**config.mk**
```make
export PLATFORM = sky130hd
export DESIGN_NAME = mem_read_arbiter
export DESIGN_NICKNAME = d
export VERILOG_FILES = /design/src/rtl/mem_read_arbiter.sv
export SDC_FILE = /design/constraint.sdc
export NUM_CORES = 1
export LEC_CHECK = 0
export ABC_AREA = 1
export BUFFER_PORTS_ARGS = -buffer_cell sky130_fd_sc_hd__buf_2
export CORE_AREA = 2 2 156 158
export CTS_BUF_LIST = sky130_fd_sc_hd__clkbuf_8
export CTS_CLUSTER_SIZE = 40
export DETAILED_ROUTE_END_ITERATION = 6
export DIE_AREA = 0 0 158 160
export HOLD_SLACK_MARGIN = 0.03
export PLACE_DENSITY_LB_ADDON = 0.2
export REMOVE_ABC_BUFFERS = 1
export SLEW_MARGIN = 20
export SYNTH_ARGS = -nofsm -noshare
export SYNTH_HDL_FRONTEND = slang
export SYNTH_SLANG_ARGS = --single-unit
```
**constraint.sdc**
```tcl
create_clock -name ACLK -period 1.98 [get_ports ACLK]
set_clock_uncertainty 0.05 [all_clocks]
set_input_delay 0.495 -clock ACLK [delete_from_list [all_inputs] [get_ports ACLK]]
set_output_delay 0.495 -clock ACLK [all_outputs]
set_load 0.05 [all_outputs]
```
**src/rtl/mem_read_arbiter.sv**
```systemverilog
// Two-requester (fetch, load/store) read arbiter onto one single-outstanding read channel.
// Latency: 4 cycles grant-sample to *_valid (IDLE, AR, R, DONE) with immediate arready/rvalid.
// Backpressure: AR holds arvalid/araddr until arready; R holds rready until rvalid; no timeout.
module mem_read_arbiter #(
  parameter int STARVE_MAX = 4,
  parameter int ADDR_W     = 64
) (
  input  logic              ACLK,
  input  logic              ARESET,
  // fetch requester
  input  logic              if_en,
  input  logic [ADDR_W-1:0] if_addr,
  output logic              if_valid,
  output logic [63:0]       if_rdata,
  // load/store requester
  input  logic              ls_en,
  input  logic [ADDR_W-1:0] ls_addr,
  output logic              ls_valid,
  output logic [63:0]       ls_rdata,
  // downstream read channel
  output logic [ADDR_W-1:0] araddr,
  output logic              arvalid,
  input  logic              arready,
  input  logic [63:0]       rdata,
  input  logic [1:0]        rresp,
  input  logic              rvalid,
  output logic              rready,
  // status
  output logic              err,
  output logic              busy
);

  // Counter is wide enough to hold STARVE_MAX; at least one bit so STARVE_MAX=0 still elaborates.
  localparam int CNT_W = (STARVE_MAX < 1) ? 1 : $clog2(STARVE_MAX + 1);
  localparam logic [CNT_W-1:0] CNT_MAX = CNT_W'(STARVE_MAX);

  typedef enum logic [1:0] {
    IDLE = 2'd0,
    AR   = 2'd1,
    R    = 2'd2,
    DONE = 2'd3
  } state_t;

  typedef enum logic {
    OWN_IF = 1'b0,
    OWN_LS = 1'b1
  } owner_t;

  state_t            state;
  state_t            state_nxt;
  owner_t            owner;
  logic [ADDR_W-1:0] araddr_q;
  logic [CNT_W-1:0]  starve_cnt;
  logic [63:0]       rd_dat_q;
  logic [1:0]        rresp_q;
  logic              dropped_q;

  logic              grant;
  logic              grant_ls;
  logic              capture;
  logic              deliver;
  logic              owner_en;
  logic              keep;
  logic              resp_ok;

  // The owner's enable as seen this cycle; used to detect a requester walking away.
  assign owner_en = (owner == OWN_LS) ? ls_en : if_en;

  // State register; reset abandons any transaction in flight.
  always_ff @(posedge ACLK) begin
    if (ARESET) begin
      state <= IDLE;
    end else begin
      state <= state_nxt;
    end
  end

  // Next-state logic, arbitration and channel handshake outputs.
  always_comb begin
    state_nxt = state;
    grant     = 1'b0;
    grant_ls  = 1'b0;
    capture   = 1'b0;
    deliver   = 1'b0;
    arvalid   = 1'b0;
    rready    = 1'b0;
    busy      = 1'b0;
    case (state)
      IDLE: begin
        if (if_en || ls_en) begin
          grant     = 1'b1;
          // ls normally wins contention; fetch wins once it has been passed over STARVE_MAX times
          grant_ls  = ls_en && !(if_en && (starve_cnt == CNT_MAX));
          state_nxt = AR;
        end
      end
      AR: begin
        arvalid = 1'b1;
        busy    = 1'b1;
        if (arready) begin
          state_nxt = R;
        end
      end
      R: begin
        rready = 1'b1;
        busy   = 1'b1;
        if (rvalid) begin
          capture   = 1'b1;
          state_nxt = DONE;
        end
      end
      DONE: begin
        // No grant here: the owner's enable is typically still high this cycle.
        busy      = 1'b1;
        deliver   = 1'b1;
        state_nxt = IDLE;
      end
      default: begin
        state_nxt = IDLE;
      end
    endcase
  end

  // Grant bookkeeping, abandonment tracking and read-data capture.
  always_ff @(posedge ACLK) begin
    if (ARESET) begin
      araddr_q  <= '0;
      owner     <= OWN_IF;
      dropped_q <= 1'b0;
      rd_dat_q  <= '0;
      rresp_q   <= 2'b00;
    end else begin
      if (grant) begin
        araddr_q  <= grant_ls ? ls_addr : if_addr;
        owner     <= grant_ls ? OWN_LS : OWN_IF;
        dropped_q <= 1'b0;
      end else if ((state != IDLE) && !owner_en) begin
        // Sticky: once the owner lets go, the completion is not delivered even if it re-asserts.
        dropped_q <= 1'b1;
      end
      if (capture) begin
        rd_dat_q <= rdata;
        rresp_q  <= rresp;
      end
    end
  end

  // Starvation counter: counts ls grants taken while fetch was waiting, saturating.
  always_ff @(posedge ACLK) begin
    if (ARESET) begin
      starve_cnt <= '0;
    end else if (state == IDLE) begin
      if (!if_en) begin
        starve_cnt <= '0;
      end else if (grant && !grant_ls) begin
        starve_cnt <= '0;
      end else if (grant_ls && (starve_cnt != CNT_MAX)) begin
        starve_cnt <= starve_cnt + 1'b1;
      end
    end
  end

  // Completion delivery: only to a still-interested owner; error responses deliver zero data.
  assign keep     = deliver && owner_en && !dropped_q;
  assign resp_ok  = (rresp_q == 2'b00);
  assign if_valid = keep && (owner == OWN_IF);
  assign ls_valid = keep && (owner == OWN_LS);
  assign err      = keep && !resp_ok;
  assign if_rdata = (if_valid && resp_ok) ? rd_dat_q : 64'd0;
  assign ls_rdata = (ls_valid && resp_ok) ? rd_dat_q : 64'd0;
  assign araddr   = (state == IDLE) ? '0 : araddr_q;

endmodule
```
### After elaboration in Yosys (flattened, before gate mapping)

Cells that the tools add are included.

| word-level totals | value |
|---|---|
| register bits | 137 |

| cells by class | value |
|---|---|
| equality and inequality tests | 9 |
| add/sub/neg operators | 1 |
| reductions and logical operators | 25 |
| bitwise logic cells | 1 |
| muxes and demuxes | 23 |

Operators by type and width:

| cell | count |
|---|---|
| $mux 64 | 4 |
| $logic_and 1x1->1 | 12 |
| $mux 1 | 12 |
| $mux 3 | 3 |
| $pmux 2 s4 | 1 |
| $mux 2 | 3 |
| $ne 2x2->1 const B | 3 |
| $logic_not 1->1 | 5 |
| $eq 2x2->1 const B | 2 |
| $logic_not 2->1 | 2 |
| $add 3x1->3 const B | 1 |
| $eq 3x3->1 const B | 1 |
| $ne 3x1->1 const B | 1 |
| $ne 3x3->1 const B | 1 |
| $reduce_and 3->1 | 1 |
| $reduce_or 3->1 | 1 |
| $eq 2x1->1 const B | 1 |
| $reduce_and 2->1 | 1 |
| $reduce_bool 2->1 | 1 |
| $reduce_or 2->1 | 1 |
| $logic_or 1x1->1 | 1 |
| $not 1->1 | 1 |

### Longest topological paths before layout

Gate-level depths: netlist of the first run.

| depth | value |
|---|---|
| word-level depth | 10 |
| depth in mapped cells | 11 |
| gate-level depth less buffers | 9 |

### Worst setup path before layout of the first run

Ideal clock, no wire load.

| timing path | value |
|---|---|
| path kind | register -> output |
| start point | reg state[0] |
| end point | out araddr[15] |
| arrival time | 1.857 ns |
| cell stages (with the launch flop) | 7 |
| setup slack | -0.422 ns |
| cell sequence | dfxtp_1 > inv_1 > ha_1 > buf_4 > clkbuf_1 > buf_1 > nor2_1 |

| between the ends | value |
|---|---|
| longest elaborated chain between the ends | 2 |

RTL lines:

| element | RTL line | RTL |
|---|---|---|
| start: declaration | 49 | `state_t state;` |
| start signal: assignment | 74 | `state <= state_nxt;` |
| $logic_not 2->1 | 171 | `assign araddr = (state == IDLE) ? '0 : araddr_q;` |
| $mux 64 | 171 |  |
| end: declaration | 21 | `output logic [ADDR_W-1:0] araddr,` |

Every way passes these cells.

### Worst setup path in the final report of the first run

| timing path | value |
|---|---|
| start point | reg state[1] |
| end point | out ls_rdata[10] |

| between the ends | value |
|---|---|
| longest elaborated chain between the ends | 7 |

RTL lines:

| element | RTL line | RTL |
|---|---|---|
| $eq 2x2->1 | 88 | `case (state)` |
| $mux 1 | 88 |  |
| $logic_and 1x1->1 (2 in series) | 164 | `assign keep = deliver && owner_en && !dropped_q;` |
| $logic_and 1x1->1 | 167 | `assign ls_valid = keep && (owner == OWN_LS);` |
| $logic_and 1x1->1 | 170 | `assign ls_rdata = (ls_valid && resp_ok) ? rd_dat_q : 64'd0;` |
| $mux 64 | 170 |  |
| end: declaration | 19 | `output logic [63:0] ls_rdata,` |

Every way passes these cells.

==> results of run 1 <==
layer usage:
layer	up-vias	global-route usage, %
met1	3784	24.2
met5	-	0
met3	39	4.53
met4	2	5.94
met2	335	34.1
li1	4245	-
registers in the layout, summed over array words and instances (netlist names):
name	flops
state	2
rresp_q	2
owner	1
dropped_q	1
rd_dat_q	64
araddr_q	64
starve_cnt	3
tightest hold or removal path: stages:
cell and delay [ns]:
buf_2 0.07, o21ai_0 0.07, nor2_1 0.07
timing repair:
action	4_1_cts	5_1_grt
gates resized for setup	248	122
cloned	1	5
hold buffers	0	0
setup buffers	1	1
setup endpoints to repair	251	265
hold endpoints to repair	0	0
cells in the final DEF (no fill, tap or decap), types with 5 or more instances in the layout:
cell,instances
inv_2,5
buf_12,15
dfxtp_1,135
a21oi_1,103
nor2_2,27
ha_1,6
nand2_1,167
inv_1,235
buf_4,43
nor2_4,39
buf_8,10
o21ai_0,67
buf_6,106
nand3_1,133
nor2_1,146
clkbuf_8,18
buf_2,259
clkinvlp_4,5
final cells by class:
type,instances,area [sq um]
fillers,2415,12500
multi-input cells,701,3490
repair buffers,438,3370
flip-flops and latches,137,2750
inverters,238,893
well taps,324,405
clock buffers,18,248
clock inverters,14,149
diodes,1,2.50
metrics by stage:
step                      hold WS, ns  worst slack [ns]  util, %  setup TNS (ns)  cells
after floorplan                 0.376             -2.20        -         -509.51   1076
after global placement          0.386           -0.0690     40.3          -0.301   1830
after detailed placement        0.389           -0.0672     40.3           -4.60   1830
after CTS                       0.217            -0.445     45.2          -74.49   1864
after global routing            0.223            -0.566     47.5          -97.13   1871
final                           0.255            -0.422     47.5          -63.68   1871
kinds of logic (layout without fill, tap and decap cells):
logic type / count (synthesis) / after routing
adders and majority gates: 7 / 7
buffers and inverters: 315 / 708
AOI/OAI and AO/OA: 173 / 173
and+or+nand+nor: 521 / 521
other: 0 / 1
DFF: 137 / 137
worst max path at each step:
stage                                      from                          to  slack, ns  cells past startpoint
after detailed placement  state[0]$_SDFFE_PP0P_                if_rdata[47]      -0.07                      7
after global placement    state[0]$_SDFFE_PP0P_   araddr_q[45]$_SDFFE_PP0P_      -0.07                     10
after global routing      state[1]$_SDFFE_PP0P_                ls_rdata[54]      -0.57                      7
after floorplan           state[0]$_SDFFE_PP0P_  starve_cnt[2]$_SDFFE_PP0P_      -2.20                      8
after CTS                 state[0]$_SDFFE_PP0P_                if_rdata[47]      -0.45                      8
final                     state[1]$_SDFFE_PP0P_                ls_rdata[10]      -0.42                      7
power by group through the flow:
stage          logic, W  registers (W)  clock network (W)
2_1_floorplan   0.00390        0.00373                  0
3_3_place_gp    0.00590        0.00377                  0
3_5_place_dp    0.00593        0.00379                  0
4_1_cts         0.00602        0.00374            0.00247
5_1_grt         0.00686        0.00382            0.00257
6_report        0.00623        0.00374            0.00236
==> results_dict.tcl, run 1 <==
set metrics [dict create \
    outcome "finished with violations" \
    violations "setup timing" \
    total_power_w 0.0123 \
    critPathTopFamily "buffers and inverters" \
    cts_max_level 4 \
    path_buf_inv 3 \
    dr.max_layer_used "met5" \
    cp_slowest_cell "dfxtp_2" \
    antenna_left 0 \
    synth-simple-area-share_pct 30.3 \
    clkLatencyLatePin_ns 0.43 \
    drv_cap 0 \
    power.share.switching_pct 47.5 \
    wirelength_microns 27200 \
    die_h_microns 160 \
    fmax_mhz 416 \
    wl_met2_microns 13000 \
    area_growth_pct 59.0 \
    yosysTopAreaCellShare_pct 38.6 \
    grt_antenna_before_repair 3 \
    cts.sink_count 137 \
    synthArstFlopShare_pct 0 \
    power.share.sequential_pct 30.3 \
    die_area_sq_um 25300 \
    grt_max_degree 70 \
    hold_start "rresp[1]" \
    synthXorXnorAreaFrac_pct 0 \
    dpl.hpwl_microns 17900 \
    layout-drive-gt1-share_pct 35.4 \
    yosysSeqAreaShare_pct 38.6 \
    pwr-share-clk_pct 19.1 \
    r2r_slack_ns -0.03 \
    arrival_ns 1.86 \
    hold_end "rresp_q[1]$_SDFFE_PP0P_" \
    drc 0 \
    synth_top_cells_by_area "dfxtp_1 39%, inv_1 12%, nor2_1 11%" \
    ys_ff_latch 137 \
    p_int_w 0.00646 \
    synth_ff_type "dfxtp_1" \
    start_kind "flip-flop" \
    synth_top_family_by_area "simple AND/OR/NAND/NOR gates" \
    period_share_pct 121 \
    die_w_microns 158 \
    ys_top_cells_by_count "235 x inv_1, 211 x nor2_1, 168 x nand2_1, 137 x dfxtp_1, 133 x nand3_1" \
    placed_area_sq_um 9600 \
    end_kind "output pin" \
    final_area_sq_um 11300 \
    cts_tree "built" \
    p_leak_nw 5.50 \
    cellPowerDensity_nw_per_um2 1090 \
    met3_length_microns 1950 \
    numCtsBuffers 17 \
    r2r-start "state[0]$_SDFFE_PP0P_" \
    worstReg2RegEnd "araddr_q[45]$_SDFFE_PP0P_" \
    path_cells "ha_1, inv_1, nor2_2, nand4_1, buf_12, nor2_1, buf_6" \
    start_util_pct 29.9 \
    peakVddDrop_mv 0.435 \
    slowest_delay_ns 0.34 \
    grt_pass1_vias 7759 \
    num_vias 8405 \
    rsz0062_at_grt "true" \
    synth_fa_ha_area_share_pct 1.23 \
    yosysWarnings 0 \
    period_needed_ns 2.40 \
    postLayoutSetupSlackWorst_ns -0.422 \
    dr.pass1.iters 4 \
    syn_area_sq_um 7110 \
    path_class "flip-flop to output pin" \
    p_sw_w 0.00586 \
    grt_pass1_wl_microns 39400 \
    overflow 0 \
    worstHoldPathCells 3 \
    synth_compound_area_share_pct 12.2 \
    fp-row-count 57 \
    clkTransAtPathRegs_ns 0.08 \
    drtIter0Drc 591 \
    grt_use_total_pct 19.7 \
    synthDistinctLibCells 23 \
    cts.path.max_buffers 2 \
    maxSlewViolCount 0 \
    drt-met1-wl_microns 11400 \
    hold_viol_final 0 \
    portBuffers 397 \
    gp_congestion 0.795 \
    setup_viol 206 \
    pwr-share-comb_pct 50.5 \
    nNetsFinal 1740 \
    path_max_fanout 57 \
    yosysTopAreaCell "dfxtp_1" \
    reg2reg_depth 11 \
    worstMarginPinSlew_ns 0.464 \
    vias_per_cell 4.49 \
    syn_area_per_cell_sq_um 6.17 \
    required_ns 1.43 \
    postSynthCellCount 1153 \
    synth_edf_count 0 \
    coreArea_sq_um 23800 \
    cts_root_buf "clkbuf_8" \
    slew_headroom_pct 68.7 \
    yosysMostFrequentCell "inv_1" \
    hp-class "primary input to flip-flop" \
    ios 398 \
    route.detailed.wl_per_inst_microns 14.5 \
    synth_mux_area_share_pct 0 \
]
Power figures use the tool's default switching activity.
==> run 2, diff against run 1 <==
==> constraint.sdc (replaced) <==
create_clock -name ACLK -period 2.4 [get_ports ACLK]
set_clock_uncertainty 0.05 [all_clocks]
set_input_delay 0.6 -clock ACLK [delete_from_list [all_inputs] [get_ports ACLK]]
set_output_delay 0.6 -clock ACLK [all_outputs]
set_load 0.05 [all_outputs]
==> results_dict.tcl, run 2 (synthesized netlist as in run 1, its figures left out) <==
set metrics [dict create \
    outcome "finished with violations" \
    violations "setup timing" \
    peakVddDrop_mv 0.334 \
    grt_max_degree 67 \
    slew_headroom_pct 64.3 \
    nNetsFinal 1737 \
    layout-drive-gt1-share_pct 37.0 \
    die_w_microns 158 \
    numCtsBuffers 17 \
    r2r_slack_ns 0.35 \
    drt-met1-wl_microns 11700 \
    met3_length_microns 2060 \
    wl_met2_microns 13400 \
    clkLatencyLatePin_ns 0.44 \
    cellPowerDensity_nw_per_um2 893 \
    cts_root_buf "clkbuf_8" \
    wirelength_microns 27700 \
    hp-class "primary input to flip-flop" \
    r2r-start "state[1]$_SDFFE_PP0P_" \
    start_kind "flip-flop" \
    period_needed_ns 2.53 \
    place_ws_ns 0.115 \
    fin_cells 1868 \
    grt_use_total_pct 19.7 \
    fmax_mhz 396 \
    ios 398 \
    dr.max_layer_used "met5" \
    die_area_sq_um 25300 \
    vias_per_cell 4.48 \
    clkTransAtPathRegs_ns 0.08 \
    fp-row-count 57 \
    arrival_ns 1.88 \
    setup_viol 133 \
    dpl.hpwl_microns 17800 \
    route.detailed.wl_per_inst_microns 14.8 \
    num_vias 8361 \
    end_kind "output pin" \
    cts_tree "built" \
    worstHoldPathCells 3 \
    antenna_left 0 \
    cts_hold_buffers 0 \
    area_growth_pct 63.8 \
    grt_pass1_wl_microns 39200 \
    path_max_fanout 8 \
    period_share_pct 105 \
    rsz0062_at_grt "true" \
    drtIter0Drc 479 \
    maxSlewViolCount 0 \
    worstMarginPinSlew_ns 0.535 \
    dr.pass1.iters 5 \
    n_fill_cell 2459 \
    hold_end "araddr_q[63]$_SDFFE_PP0P_" \
    cts.sink_count 137 \
    start_util_pct 29.9 \
    total_power_w 0.0104 \
    path_class "flip-flop to output pin" \
    hold_viol_final 0 \
    portBuffers 397 \
    grt_pass1_vias 7675 \
    reg2reg_depth 11 \
    seqCellArea_sq_um 2750 \
    die_h_microns 160 \
    gp_congestion 0.789 \
    multi_input_area_sq_um 3690 \
    coreArea_sq_um 23800 \
    drv_cap 0 \
    fin_tns_setup_ns -7.15 \
    overflow 0 \
    postLayoutSetupSlackWorst_ns -0.127 \
    dpl.cell_count 1823 \
    p_leak_nw 5.52 \
    grt_antenna_before_repair 2 \
    drc 0 \
    cts_max_level 4 \
    required_ns 1.75 \
    final_util_pct 48.9 \
    final_cell_mix "231 x inv_1, 231 x buf_2, 167 x nand2_1" \
    hold_start "ls_addr[63]" \
    worstReg2RegEnd "araddr_q[23]$_SDFFE_PP0P_" \
    reg_top3 "araddr_q: 64 flops, rd_dat_q: 64 flops, starve_cnt: 3 flops" \
    cts.path.max_buffers 2 \
]
==> run 2: worst max path at each step <==
stage                                from                    endpoint  slack [ns]  depth (start not counted)
floorplan           state[0]$_SDFFE_PP0P_  starve_cnt[2]$_SDFFE_PP0P_       -1.78                          8
global placement                    ls_en                    if_valid        0.11                          7
detailed placement                  ls_en                    if_valid        0.12                          7
CTS                 state[0]$_SDFFE_PP0P_                if_rdata[10]       -0.19                          8
global route        state[1]$_SDFFE_PP0P_                if_rdata[12]       -0.25                          8
finish              state[1]$_SDFFE_PP0P_                if_rdata[53]       -0.13                          8
==> run 2: where the power goes <==
group,leakage (nW),internal (W),switching (W)
Combinational,4.20,0.00166,0.00374
Sequential,1.13,0.00286,0.000244
Clock,0.195,0.000869,0.00103
==> run 2: final cells by class <==
cell class,count,share of cell area [%]
Timing Repair Buffer,435,30.3
Sequential cell,137,23.6
Antenna cell,1,0.0215
Tap cell,324,3.48
Clock buffer,18,2.13
Multi-Input combinational cell,701,31.6
Clock inverter,14,1.16
Inverter,238,7.71
==> run 2: per-layer routing <==
layer / up-vias / global-route usage (%)
li1: 4242 / -
met1: 3749 / 24.5
met2: 329 / 33.6
met3: 39 / 4.48
met4: 2 / 6.31
met5: - / 0
==> run 2: critical path: stages (launching register included) <==
cell       delay [ns]
dfxtp_4          0.37
ha_4             0.12
inv_2            0.04
nor2_4           0.07
nand4_1          0.14
buf_6            0.20
clkbuf_16        0.20
nor2_4           0.12
buf_6            0.17
==> run 2: what timing repair did <==
action | CTS | global route
gates resized for setup | 286 | 233
endpoints found under the setup margin | 195 | 187
pin swaps | 1 | 4
setup buffers | 3 | 2
gates cloned | 1 | 6
==> run 2: through the flow <==
step                area, sq um  hold slack [ns]
global route              11600            0.332
detailed placement         9470            0.389
finish                    11600            0.360
floorplan                  6750            0.376
global placement           9470            0.387
CTS                       10800            0.315
==> run 3, diff against run 2 <==
--- a/config.mk
+++ b/config.mk
@@ -5,13 +5,11 @@
 export SDC_FILE = /design/constraint.sdc
 export NUM_CORES = 1
 export LEC_CHECK = 0
-export ABC_AREA = 1
 export BUFFER_PORTS_ARGS = -buffer_cell sky130_fd_sc_hd__buf_2
-export CORE_AREA = 2 2 156 158
+export CORE_AREA = 2 2 155 157
 export CTS_BUF_LIST = sky130_fd_sc_hd__clkbuf_8
-export CTS_CLUSTER_SIZE = 40
 export DETAILED_ROUTE_END_ITERATION = 6
-export DIE_AREA = 0 0 158 160
+export DIE_AREA = 0 0 157 159
 export HOLD_SLACK_MARGIN = 0.03
 export PLACE_DENSITY_LB_ADDON = 0.2
 export REMOVE_ABC_BUFFERS = 1
==> results_dict.tcl, run 3 <==
set metrics [dict create \
    cp_slowest_cell "dfxtp_4" \
    grt_use_total_pct 20.7 \
    cts_root_buf "clkbuf_8" \
    synth_edf_count 0 \
    wirelength_microns 30600 \
    die_area_sq_um 25000 \
    ys_ff_latch 137 \
    path_class "flip-flop to output pin" \
    period_share_pct 109 \
    grt_pass1_vias 7539 \
    cp_common_cell "buf_12" \
    cellPowerDensity_nw_per_um2 918 \
    die_w_microns 157 \
    nNetsFinal 1500 \
    fin_cells 1626 \
    path_max_fanout 8 \
    area_growth_pct 89.7 \
    required_ns 1.75 \
    synth_top_cells_by_area "dfxtp_1 39%, and2_1 12%, a21oi_1 7.4%" \
    end_kind "output pin" \
    postSynthCellCount 899 \
    postLayoutSetupSlackWorst_ns -0.223 \
    maxSlewViolCount 0 \
    hold_viol_final 0 \
    final_util_pct 57.2 \
    fp-row-count 56 \
    drtIter0Drc 410 \
    peakVddDrop_mv 0.571 \
    grt_pass1_wl_microns 41100 \
    syn_area_per_cell_sq_um 7.77 \
    worstMarginPinSlew_ns 0.439 \
    grt_max_degree 72 \
    seqCellArea_sq_um 2750 \
    start_util_pct 30.1 \
    gp_congestion 0.771 \
    cts.sink_count 137 \
    ys_top_cells_by_count "137 x dfxtp_1, 136 x nand2_1, 130 x and2_1, 104 x a21oi_1, 64 x nor2b_1" \
    synth_ff_type "dfxtp_1" \
    yosysTopAreaCellShare_pct 39.2 \
    drv_cap 0 \
    path_buf_inv 5 \
    syn_area_sq_um 6990 \
    antenna_left 0 \
    setup_viol 192 \
    grt_antenna_before_repair 5 \
    r2r_slack_ns 0.09 \
    route.detailed.wl_per_inst_microns 18.8 \
    violations "setup timing" \
    slowest_delay_ns 0.37 \
    synthArstFlopShare_pct 0 \
    cts.path.max_buffers 2 \
    start_kind "flip-flop" \
    clkTransAtPathRegs_ns 0.09 \
    reg_top3 "araddr_q: 64 flops, rd_dat_q: 64 flops, starve_cnt: 3 flops" \
    slew_headroom_pct 70.7 \
    vias_per_cell 5.04 \
    path_cells "ha_4, nand2b_4, nor4_4, buf_6, buf_12, buf_12, buf_16, and2_4, buf_8" \
    clkLatencyLatePin_ns 0.43 \
    dpl.cell_count 1544 \
    outcome "finished with violations" \
    yosysSeqAreaShare_pct 39.2 \
    overflow 0 \
    layout-drive-gt1-share_pct 54.5 \
    dr.pass1.iters 4 \
    critPathTopFamily "buffers and inverters" \
    drc 0 \
    die_h_microns 159 \
    layout_commonest_cell "buf_2" \
    arrival_ns 1.97 \
    coreArea_sq_um 23200 \
    fmax_mhz 381 \
    n_fill_cell 1971 \
    final_cell_mix "202 x buf_2, 148 x buf_8, 135 x nand2_1" \
    cts_tree "built" \
    num_vias 8189 \
    portBuffers 397 \
    multi_input_area_sq_um 4620 \
    numCtsBuffers 17 \
    period_needed_ns 2.62 \
    p_leak_nw 5.45 \
    rsz0062_at_grt "true" \
    yosysTopAreaCell "dfxtp_1" \
    synthDistinctLibCells 36 \
    cts_max_level 4 \
    dpl.hpwl_microns 16400 \
    yosysMostFrequentCell "dfxtp_1" \
    ios 398 \
    hp-class "primary input to flip-flop" \
    yosysWarnings 0 \
]
[run 3: cell types whose count changed in the layout (fill, tap and decap cells not counted), sizes merged, moves of 34 or more]
| cell | change |
|---|---|
| a32oi | +34 |
| and2 | +130 |
| nand3 | -103 |
| nor2 | -177 |
| nand2 | -35 |
| o21ai | -36 |
| nor2b | +64 |
| inv | -234 |
| nand4 | +36 |
[run 3: through the flow]
stage	area, sq um	setup TNS, ns	total power [W]	hold WS, ns	setup slack, ns
2_1_floorplan	6530	-274.32	0.00587	0.384	-1.79
3_3_place_gp	9300	0	0.00734	0.401	0.0622
3_5_place_dp	9300	0	0.00735	0.407	0.0154
4_1_cts	11800	-25.66	0.0112	0.297	-0.255
5_1_grt	13300	-43.52	0.0128	0.309	-0.349
6_report	13300	-23.68	0.0122	0.337	-0.223
[run 3: power by group]
group / internal (W) / switching (W)
clock: 0.00125 / 0.00100
sequential: 0.00277 / 0.000339
combinational: 0.00306 / 0.00375
[run 3: worst register-to-register path, delay by kind of cell, from the launching register on]
| kind | cells | cell delay (ns) |
|---|---|---|
| compound gates | 1 | 0.28 |
| simple gates | 2 | 0.36 |
| flops | 1 | 0.36 |
| buf+inv | 7 | 1.01 |
| fa+ha+maj | 1 | 0.17 |
[run 3: layout make-up]
class | instances | share of cell area [%]
Timing Repair Buffer | 469 | 37.7
Multi-Input combinational cell | 662 | 34.9
Sequential cell | 137 | 20.7
Tap cell | 319 | 3.01
Clock buffer | 17 | 1.76
Clock inverter | 14 | 1.67
Inverter | 6 | 0.208
Antenna cell | 2 | 0.0378
[run 3: path summary, 6_finish.rpt]
path,start,endpoint,cells past startpoint
worst min register to register,rd_dat_q[28]$_SDFFE_PP0P_,rd_dat_q[28]$_SDFFE_PP0P_,2
worst max register to register,state[0]$_SDFFE_PP0P_,araddr_q[9]$_SDFFE_PP0P_,11
worst min-delay path,rdata[34],rd_dat_q[34]$_SDFFE_PP0P_,3
worst max-delay path,state[0]$_SDFFE_PP0P_,if_rdata[25],9
[run 3: cell families (layout without fill, tap and decap cells)]
kind of cell	count (synthesis)	count (layout)	share of synthesized area, %
compound gates	206	206	18.5
flops	137	137	39.2
simple gates	448	448	34.0
fa+ha+maj	7	7	1.25
buf+inv	100	506	6.84
other cells	0	2	0
mux	1	1	0.143
[run 3: timing repair]
action                     CTS  global route
setup buffers               19            12
pin swaps                   18             9
setup endpoints to repair  184           193
hold buffers                 0             0
resized for setup          499           367
cloned                      11            11
[run 3: routing by layer]
metal | GRT usage, % | part of all wire [%] | up-vias
met5 | 0 | 0.095 | -
met4 | 5.59 | 2.3 | 4
met3 | 6.45 | 8.0 | 50
met2 | 36.4 | 51 | 359
met1 | 24.2 | 39 | 3886
li1 | - | - | 3890
